[config.mk]
export PLATFORM = sky130hd
export DESIGN_NAME = core_if_ctrl
export DESIGN_NICKNAME = d
export VERILOG_FILES = /design/src/rtl/core_if_ctrl.sv
export SDC_FILE = /design/constraint.sdc
export NUM_CORES = 1
export LEC_CHECK = 0
export CAP_MARGIN = 40
export CELL_PAD_IN_SITES_DETAIL_PLACEMENT = 2
export CELL_PAD_IN_SITES_GLOBAL_PLACEMENT = 2
export CORE_AREA = 4 4 114 116
export DETAILED_ROUTE_END_ITERATION = 8
export DIE_AREA = 0 0 118 120
export PLACE_DENSITY = 0.93
export SLEW_MARGIN = 20
export SYNTH_ARGS = -nofsm -noshare
export SYNTH_HDL_FRONTEND = slang
export SYNTH_SLANG_ARGS = --single-unit
[constraint.sdc]
create_clock -name clk -period 3.2 [get_ports clk]
set_input_delay 0.8 -clock clk [delete_from_list [all_inputs] [get_ports clk]]
set_output_delay 0.8 -clock clk [all_outputs]
set_load 0.01 [all_outputs]
[src/rtl/core_if_ctrl.sv]
// Instruction-fetch controller: sequences L1 I-cache requests, holds fetch on
// hazards, steers the PC mux on redirects and traps a stuck cache into ERR.
module core_if_ctrl #(
  parameter int TMO_W = 8,
  parameter int CNT_W = 32
) (
  input  logic             clk,
  input  logic             rst_n,
  input  logic             icache_ack,
  input  logic             hazard,
  input  logic             redir_val,
  input  logic [31:0]      redir_addr,
  output logic             if_val,
  output logic             if_pc_stop,
  output logic             if_enb,
  output logic             if_kill,
  output logic             if_mux1_trn_pc_4_s,
  output logic [31:0]      if_mux1_addr,
  output logic [CNT_W-1:0] fetch_cnt,
  output logic             err
);

  typedef enum logic [2:0] {IDLE, REQ, STALL, REDIR, ERR} state_t;

  // Last counter value before the timeout fires; the next no-ack cycle trips ERR.
  localparam logic [TMO_W-1:0] TMO_LAST = TMO_W'((1 << TMO_W) - 2);

  state_t             state_q, state_d;
  logic               pend_q, pend_d;
  logic [31:0]        addr_q, addr_d;
  logic [TMO_W-1:0]   tmo_q, tmo_d;
  logic [CNT_W-1:0]   cnt_q, cnt_d;
  logic               pend_now;

  always_ff @(posedge clk) begin
    if (!rst_n) begin
      state_q <= IDLE;
      pend_q  <= 1'b0;
      addr_q  <= '0;
      tmo_q   <= '0;
      cnt_q   <= '0;
    end else begin
      state_q <= state_d;
      pend_q  <= pend_d;
      addr_q  <= addr_d;
      tmo_q   <= tmo_d;
      cnt_q   <= cnt_d;
    end
  end

  always_comb begin
    state_d            = state_q;
    pend_d             = pend_q;
    addr_d             = addr_q;
    tmo_d              = '0;
    cnt_d              = cnt_q;
    if_val             = 1'b0;
    if_pc_stop         = 1'b1;
    if_enb             = 1'b0;
    if_kill            = 1'b0;
    if_mux1_trn_pc_4_s = 1'b0;
    pend_now           = pend_q | redir_val;

    // Newest redirect wins; the address register doubles as the mux output.
    if (redir_val && state_q != ERR) begin
      pend_d = 1'b1;
      addr_d = redir_addr;
    end

    case (state_q)
      IDLE: state_d = pend_now ? REDIR : REQ;
      REQ: begin
        if_val = 1'b1;
        if (icache_ack) begin
          if (pend_now) begin
            state_d = REDIR;
          end else if (hazard) begin
            state_d = STALL;
          end else begin
            if_enb     = 1'b1;
            if_pc_stop = 1'b0;
            cnt_d      = cnt_q + CNT_W'(1);
          end
        end else begin
          // A redirect never abandons the outstanding request: keep waiting.
          tmo_d = tmo_q + TMO_W'(1);
          if (tmo_q == TMO_LAST) state_d = ERR;
        end
      end
      STALL: begin
        if (pend_now)     state_d = REDIR;
        else if (!hazard) state_d = REQ;
      end
      REDIR: begin
        if_mux1_trn_pc_4_s = 1'b1;
        if_kill            = 1'b1;
        if_enb             = 1'b1;
        if_pc_stop         = 1'b0;
        if (!redir_val) pend_d = 1'b0;
        state_d = redir_val ? REDIR : REQ;
      end
      ERR: state_d = ERR;
      default: state_d = IDLE;
    endcase

    // Control outputs stay quiet while reset is held, whatever the state was.
    if (!rst_n) begin
      if_val             = 1'b0;
      if_pc_stop         = 1'b1;
      if_enb             = 1'b0;
      if_kill            = 1'b0;
      if_mux1_trn_pc_4_s = 1'b0;
    end
  end

  assign if_mux1_addr = addr_q;
  assign fetch_cnt    = cnt_q;
  assign err          = (state_q == ERR);

endmodule

# After elaboration in Yosys (flattened, before gate mapping)
# Index checks and enable logic that the tools add are counted.
# totals
regBits,76
latch_bits,0
ram_bits,0
romBits,0
input_bits,37
out_inout_bits,70
elab_cells,52
n_memories,0
# classes
addsub,2
multipliers,0
div_mod_pow,0
n_lt_le_gt_ge,0
eq_ne,9
n_shift,0
muxes,26
n_bitwise,5
reduce_logical,5
# ops
operator,count
$add 32x1->32 const B,1
$mux 3,6
$mux 1,15
$pmux 3 s5,1
$ne 3x3->1 const B,3
$add 8x1->8 const B,1
$eq 8x8->1 const B,1
$eq 3x2->1 const B,2
$mux 2,2
$ne 4x4->1 const B,1
$not 1->1,4
$pmux 1 s2,2
$reduce_and 4->1,1
$eq 3x1->1 const B,1
$eq 3x3->1 const B,1
$logic_not 3->1,1
$reduce_and 3->1,1
$reduce_or 3->1,1
$logic_and 1x1->1,1
$or 1x1->1,1

# Depth between registers and ports, before layout
# Gate-level depths: netlist of the first run.
# depth
ltp_word,5
mapped_depth,7

# Worst setup path before layout of the first run
# No wires, ideal clock.
# synth_timing
path_kind,input -> output
from,input port redir_val
to,output port if_enb
t_arrival_ns,1.820
slack_ns,0.580
path_stages,4
path_buffers,0
path_cell_list,nor4b_4 -> nor2_1 -> or3_1 -> inv_1
# synth_via
elab_chain_len,5
# synth_rtl
element,line,rtl
"start, declared",11,"input logic redir_val,"
$or 1x1->1,62,pend_now = pend_q | redir_val;
$mux 1,75,if (pend_now) begin
$mux 1,74,if (icache_ack) begin
$pmux 1 s2,70,case (state_q)
$mux 1,107,if (!rst_n) begin
"end, declared",15,"output logic if_enb,"
# Every way passes these cells.

# Final worst setup path of the first run
# layout_timing
from,input port rst_n
to,output port if_mux1_trn_pc_4_s
# layout_via
elab_chain_len,1
# layout_rtl
element,line,rtl
"start, declared",8,"input logic rst_n,"
$mux 1,107,
"end, declared",17,"output logic if_mux1_trn_pc_4_s,"
# Every way passes these cells.

==> flow_summary_export.csv, run 1 <==
group,metric,value,unit
run_status,status,"finished clean",
synthesis,synth-seq-area-share,46.15,%
sta,tns,0,ns
synthesis,synth_cell_type_count,43,
synthesis,post-synth-top-area-fraction,46.15,%
synthesis,ys_top_cells_by_area,"dfxtp_1, nand2_1, a21oi_1",
clocking,htree_levels,3,
clocking,path_clk_slew,0.06,ns
synthesis,synthFlopType,"dfxtp_1",
sta,worst_pin_slew,0.6943,ns
sta,setup_viol_count_final,0,
power,p_per_area,464.3,nW/µm²
clocking,clock_latency,0.33,ns
global_routing,grt_pass1_wl,19.44,mm
run,maxCapViolCount,0,
routing,num_vias,3369,
synthesis,synth_area,3297,µm²
critical_path,crit_path_start_kind,"input port",
sta,worst_clock_skew,0.004846,ns
global_routing,grt_overflow,0,
critical_path,crit_path_end_kind,"output port",
placed_design,port_buffers,106,
min_path,hold_class,"register to register",
critical_path,cp_max_fo,2,
synthesis,ys_seq_elements,76,
sta,fin_crit_sh,95.83,%
clocking,postCtsSetupRepairBufs,0,
critical_path,critPathTopFamily,"buffers and inverters",
floorplanning,fp-row-count,40,
critical_path,worstPathArrival,2.27,ns
floorplanning,core,11910,µm²
clocking,cts_buffers,9,
clocking,hold_buffers,0,
floorplanning,die_w,118,µm
routing,drtIter0Drc,206,
clocking,cts-root-buf,"clkbuf_16",
critical_path,cp.required,2.40,ns
cells_and_area,stdcell_count,648,
placed_design,detailed_place_hpwl,8.252,mm
global_routing,grt_usage,16.96,%
critical_path,path_cells,"clkdlybuf4s50_1, inv_2, buf_4, nor3_2, clkdlybuf4s50_1",
synthesis,synthArstFlopShare,0,%
sta,slew_headroom,53.71,%
floorplanning,dieArea,14160,µm²
critical_path,cp_common_cell,"clkdlybuf4s50_1",
synthesis,synthCells,396,
power,vdd.ir_drop.worst,0.0002310,V
floorplanning,die_y,120,µm
routing,routed_via_density,5.199,
sta,final_hold_viol_count,0,
routing,first_pass_iters,4,
cells_and_area,drive_above_1_share,6.986,%
routing,drtAntennaViolNets,0,
critical_path,crit_path_max_incr_delay,0.58,ns
synthesis,synth_fp_nets,436,
critical_path,cp_slowest_cell,"clkdlybuf4s50_1",
cells_and_area,fillers,1353,
routing,wl,11.61,mm
sta,rsz0062_at_grt,"no",
power,p_leak,0.001659,µW
cells_and_area,fin_nets,538,
clocking,clockBufferDepth,2,
cells_and_area,final_common_cell,"clkdlybuf4s50_1",
floorplanning,io_pins,107,
sta,fmax,326.1,MHz
placed_design,gp_congestion,0.7131,
cells_and_area,layout_common_cells,"clkdlybuf4s50_1, nand2_1, dfxtp_1",
clocking,cts_tree,"yes",
cells_and_area,antenna_cells,0,
synthesis,yosys.area.top_type,"dfxtp_1",
critical_path,crit_buf_inv,4,
critical_path,path_class,"input port to output port",
synthesis,ys_warn_count,0,
global_routing,grt_start_max_net_pins,61,
routing,drc_errors,0,
sta,finalCriticalPeriod,3.067,ns
synthesis,synth_edf_count,0,
routing,wl_per_cell,17.92,µm
global_routing,antenna_found_initial,1,
sta,slew_viol_final,0,
clocking,clkSinkCount,76,
global_routing,grt_pass1_vias,3793,
floorplanning,initial_core_util,27.68,%
cells_and_area,syn_to_final_growth,45.46,%
synthesis,synth_area_per_cell,8.326,µm²
placed_design,dp_cells,634,
[cell usage after synthesis (2+ instances only)]
cell and n:
mux2i_1 3, and2_1 4, o31ai_1 14, xor2_1 8, a21oi_1 55, ha_1 3
xnor2_1 2, or4_1 14, inv_1 9, nand3_1 13, nor2_1 15, nand2_1 81
buf_1 2, clkbuf_1 19, nor2b_1 2, and4_1 9, or3_1 9, nand4_1 10
and3_1 4, nor3_1 2, buf_2 2, o41ai_1 2, nand2b_1 6, o311ai_0 2
nor4_1 3, o21ai_0 11, dfxtp_1 76
[worst reg2reg max path, stage by stage (launching register included)]
cell and delay (ns):
dfxtp_1 0.46, and4_1 0.40, nand4_1 0.57, or4_1 0.69
a21oi_1 0.17
[through the flow]
stage               area [µm²]  total power [µW]  worst slack, ns  hold WS [ns]  util (%)
finish                    4796              2227           0.1334        0.4564     40.26
global route              4796              2336          0.04847        0.4796     40.26
CTS                       4791              2271          0.01385        0.4578     40.22
detailed placement        4514              1292          -0.2686        0.4496     37.90
global placement          4514              1275          -0.2750        0.4416     37.90
floorplan                 3297              1136           0.5803        0.4531         -
[layer usage]
metal	track usage, %	routed length, µm	up-vias	part of all wire (%)
met4	4.396	121	2	1.0
met3	7.587	928	13	8.0
met2	31.80	5943	94	51
met5	0	16	-	0.14
met1	17.06	4604	1653	40
li1	-	-	1607	-
[worst paths after layout]
| check | from | endpoint | slack, ns | depth (start not counted) |
|---|---|---|---|---|
| max reg2reg | fetch_cnt[2]$_SDFFE_PN0P_ | fetch_cnt[26]$_SDFFE_PN0P_ | 0.82 | 4 |
| min | if_mux1_addr[31]$_SDFFE_PN0P_ | if_mux1_addr[31]$_SDFFE_PN0P_ | 0.46 | 2 |
| max | rst_n | if_mux1_trn_pc_4_s | 0.13 | 5 |
| min reg2reg | if_mux1_addr[31]$_SDFFE_PN0P_ | if_mux1_addr[31]$_SDFFE_PN0P_ | 0.46 | 2 |
[cells by family (layout without fill, tap and decap cells)]
| family | count (synthesis) | count (layout) | synth area share (%) |
|---|---|---|---|
| AND/OR/NAND/NOR | 177 | 177 | 28.35 |
| AO/OA/AOI/OAI | 91 | 91 | 16.24 |
| flip-flops | 76 | 76 | 46.15 |
| buffers and inverters | 36 | 141 | 4.554 |
| XOR/XNOR | 10 | 10 | 2.657 |
| adder cells (fa/ha/maj) | 3 | 3 | 1.139 |
| multiplexers | 3 | 3 | 0.9109 |
[flip-flops by register name, summed over array words and instances (netlist names)]
| signal | count |
|---|---|
| state_q | 3 |
| tmo_q | 8 |
| fetch_cnt | 32 |
| if_mux1_addr | 32 |
| pend_q | 1 |
[repair_timing]
action,in CTS,in global routing
resized for setup,5,1
pin swaps,0,0
setup endpoints to repair,2,1
[final cells by class]
type / instances / area (µm²) / area share, %
clock buffers: 12 / 266.5 / 5.557
clock inverters: 2 / 10.01 / 0.2087
flip-flops and latches: 76 / 1521 / 31.72
multi-input cells: 284 / 1638 / 34.15
inverters: 10 / 37.54 / 0.7827
well taps: 147 / 183.9 / 3.835
repair buffers: 117 / 1139 / 23.74
[report_power, final]
part / leakage (µW) / switching [µW] / total (µW) / internal [µW]
Clock: 0.000140 / 384 / 961 / 577
Combinational: 0.000899 / 124 / 258 / 134
Sequential: 0.000619 / 28.2 / 1010 / 980
Total: 0.00166 / 536 / 2230 / 1690
Note: power is estimated with default switching activity, not from simulation.
==> run 2: changes to the inputs <==
--- a/config.mk
+++ b/config.mk
@@ -11,6 +11,7 @@
 export CORE_AREA = 4 4 114 116
 export DETAILED_ROUTE_END_ITERATION = 8
 export DIE_AREA = 0 0 118 120
+export MAX_ROUTING_LAYER = met4
 export PLACE_DENSITY = 0.93
 export SLEW_MARGIN = 20
 export SYNTH_ARGS = -nofsm -noshare
==> flow_summary_export.csv, run 2 (synthesized netlist as in run 1, its figures left out) <==
group,metric,value,unit
routing,first_pass_iters,4,
floorplanning,fp-row-count,40,
global_routing,grt_usage,17.42,%
clocking,clock_latency,0.33,ns
sta,rsz0062_at_grt,"no",
clocking,cts_buffers,9,
critical_path,crit_path_end_kind,"output port",
clocking,path_clk_slew,0.06,ns
clocking,postCtsSetupRepairBufs,0,
placed_design,detailed_place_hpwl,8.252,mm
global_routing,grt_pass1_vias,3807,
routing,wl_per_cell,17.90,µm
critical_path,cp_max_fo,2,
placed_design,gp_congestion,0.7213,
routing,routed_via_density,5.191,
floorplanning,io_pins,107,
cells_and_area,drive_above_1_share,6.986,%
clocking,cts-root-buf,"clkbuf_16",
critical_path,crit_path_start_kind,"input port",
routing,drtAntennaViolNets,0,
global_routing,grt_start_max_net_pins,61,
sta,fmax,325.5,MHz
sta,slew_headroom,53.27,%
cells_and_area,layout_common_cells,"clkdlybuf4s50_1, nand2_1, dfxtp_1",
min_path,hold_class,"register to register",
sta,worst_pin_slew,0.7010,ns
critical_path,rrSetupSlack,0.81,ns
cells_and_area,fin_nets,538,
floorplanning,dieArea,14160,µm²
global_routing,grt_pass1_wl,19.40,mm
power,p_leak,0.001659,µW
sta,slew_viol_final,0,
routing,drtIter0Drc,207,
critical_path,worstPathArrival,2.27,ns
floorplanning,core,11910,µm²
cells_and_area,syn_to_final_growth,45.54,%
routing,num_vias,3369,
floorplanning,initial_core_util,27.68,%
sta,worst_clock_skew,0.004957,ns
clocking,htree_levels,3,
cells_and_area,fin_util,40.28,%
power,p_per_area,464.1,nW/µm²
floorplanning,die_w,118,µm
routing,drc_errors,0,
placed_design,port_buffers,106,
clocking,cts_tree,"yes",
global_routing,grt_overflow,0,
sta,final_hold_viol_count,0,
run_status,status,"finished clean",
sta,hold_ws,0.4564,ns
cells_and_area,final_common_cell,"clkdlybuf4s50_1",
clocking,clockBufferDepth,2,
sta,finalCriticalPeriod,3.073,ns
cells_and_area,fillers,1355,
clocking,clkSinkCount,76,
routing,wl,11.62,mm
sta,fin_crit_sh,96.02,%
sta,setup_viol_count_final,0,
power,vdd.ir_drop.worst,0.0002297,V
run,maxCapViolCount,0,
critical_path,cp.required,2.40,ns
critical_path,path_class,"input port to output port",
floorplanning,die_y,120,µm
global_routing,antenna_found_initial,1,
## run 2: changes by cell type in the layout (fill, tap and decap cells not counted)
cell / delta
diode_2: +1
## run 2: cell type report
cell class	instances	area, µm²	share of cell area [%]
Antenna cell	1	2.502	0.05215
Sequential cell	76	1521	31.71
Tap cell	147	183.9	3.833
Timing Repair Buffer	117	1139	23.73
Inverter	10	37.54	0.7823
Clock inverter	2	10.01	0.2086
Clock buffer	12	266.5	5.554
Multi-Input combinational cell	284	1638	34.13
## run 2: worst max-delay path, stage by stage
cell and delay [ns]:
clkdlybuf4s50_1 0.51, inv_2 0.05, buf_4 0.13, nor3_2 0.20, clkdlybuf4s50_1 0.58
## run 2: routing by layer
layer | up-vias | share of wire (%) | GRT usage [%]
met3 | 11 | 7.3 | 6.456
met5 | - | 0 | -
met1 | 1647 | 40 | 17.67
met2 | 104 | 51 | 31.87
li1 | 1607 | - | -
met4 | 0 | 1.0 | 4.396
## run 2: path summary, 6_finish.rpt
kind | startpoint | depth (start not counted) | to
worst max-delay path | rst_n | 5 | if_mux1_trn_pc_4_s
worst min-delay path | if_mux1_addr[11]$_SDFFE_PN0P_ | 2 | if_mux1_addr[11]$_SDFFE_PN0P_
worst min register to register | if_mux1_addr[11]$_SDFFE_PN0P_ | 2 | if_mux1_addr[11]$_SDFFE_PN0P_
worst max register to register | fetch_cnt[2]$_SDFFE_PN0P_ | 4 | fetch_cnt[26]$_SDFFE_PN0P_
## run 2: repair_timing
item | CTS | global route
hold buffers | 0 | 0
gates resized for setup | 5 | 1
endpoints found under the hold margin | 0 | 0
setup endpoints to repair | 2 | 1
## run 2: metrics by stage
| step | TNS (ns) | std cells | worst slack, ns | total power (µW) | instance area [µm²] |
|---|---|---|---|---|---|
| 2_1_floorplan | 0 | 396 | 0.5803 | 1136 | 3297 |
| 3_3_place_gp | -0.4568 | 634 | -0.2750 | 1275 | 4514 |
| 3_5_place_dp | -0.4600 | 634 | -0.2686 | 1292 | 4514 |
| 4_1_cts | 0 | 648 | 0.01385 | 2271 | 4791 |
| 5_1_grt | 0 | 649 | 0.04847 | 2335 | 4798 |
| 6_report | 0 | 649 | 0.1274 | 2227 | 4798 |
## run 2: power by group
group	internal (µW)	switching [µW]	leakage [µW]	total (µW)
clock network	577	383	0.000140	961
registers	980	28.6	0.000619	1010
logic	134	124	0.000899	258
total	1690	536	0.00166	2230
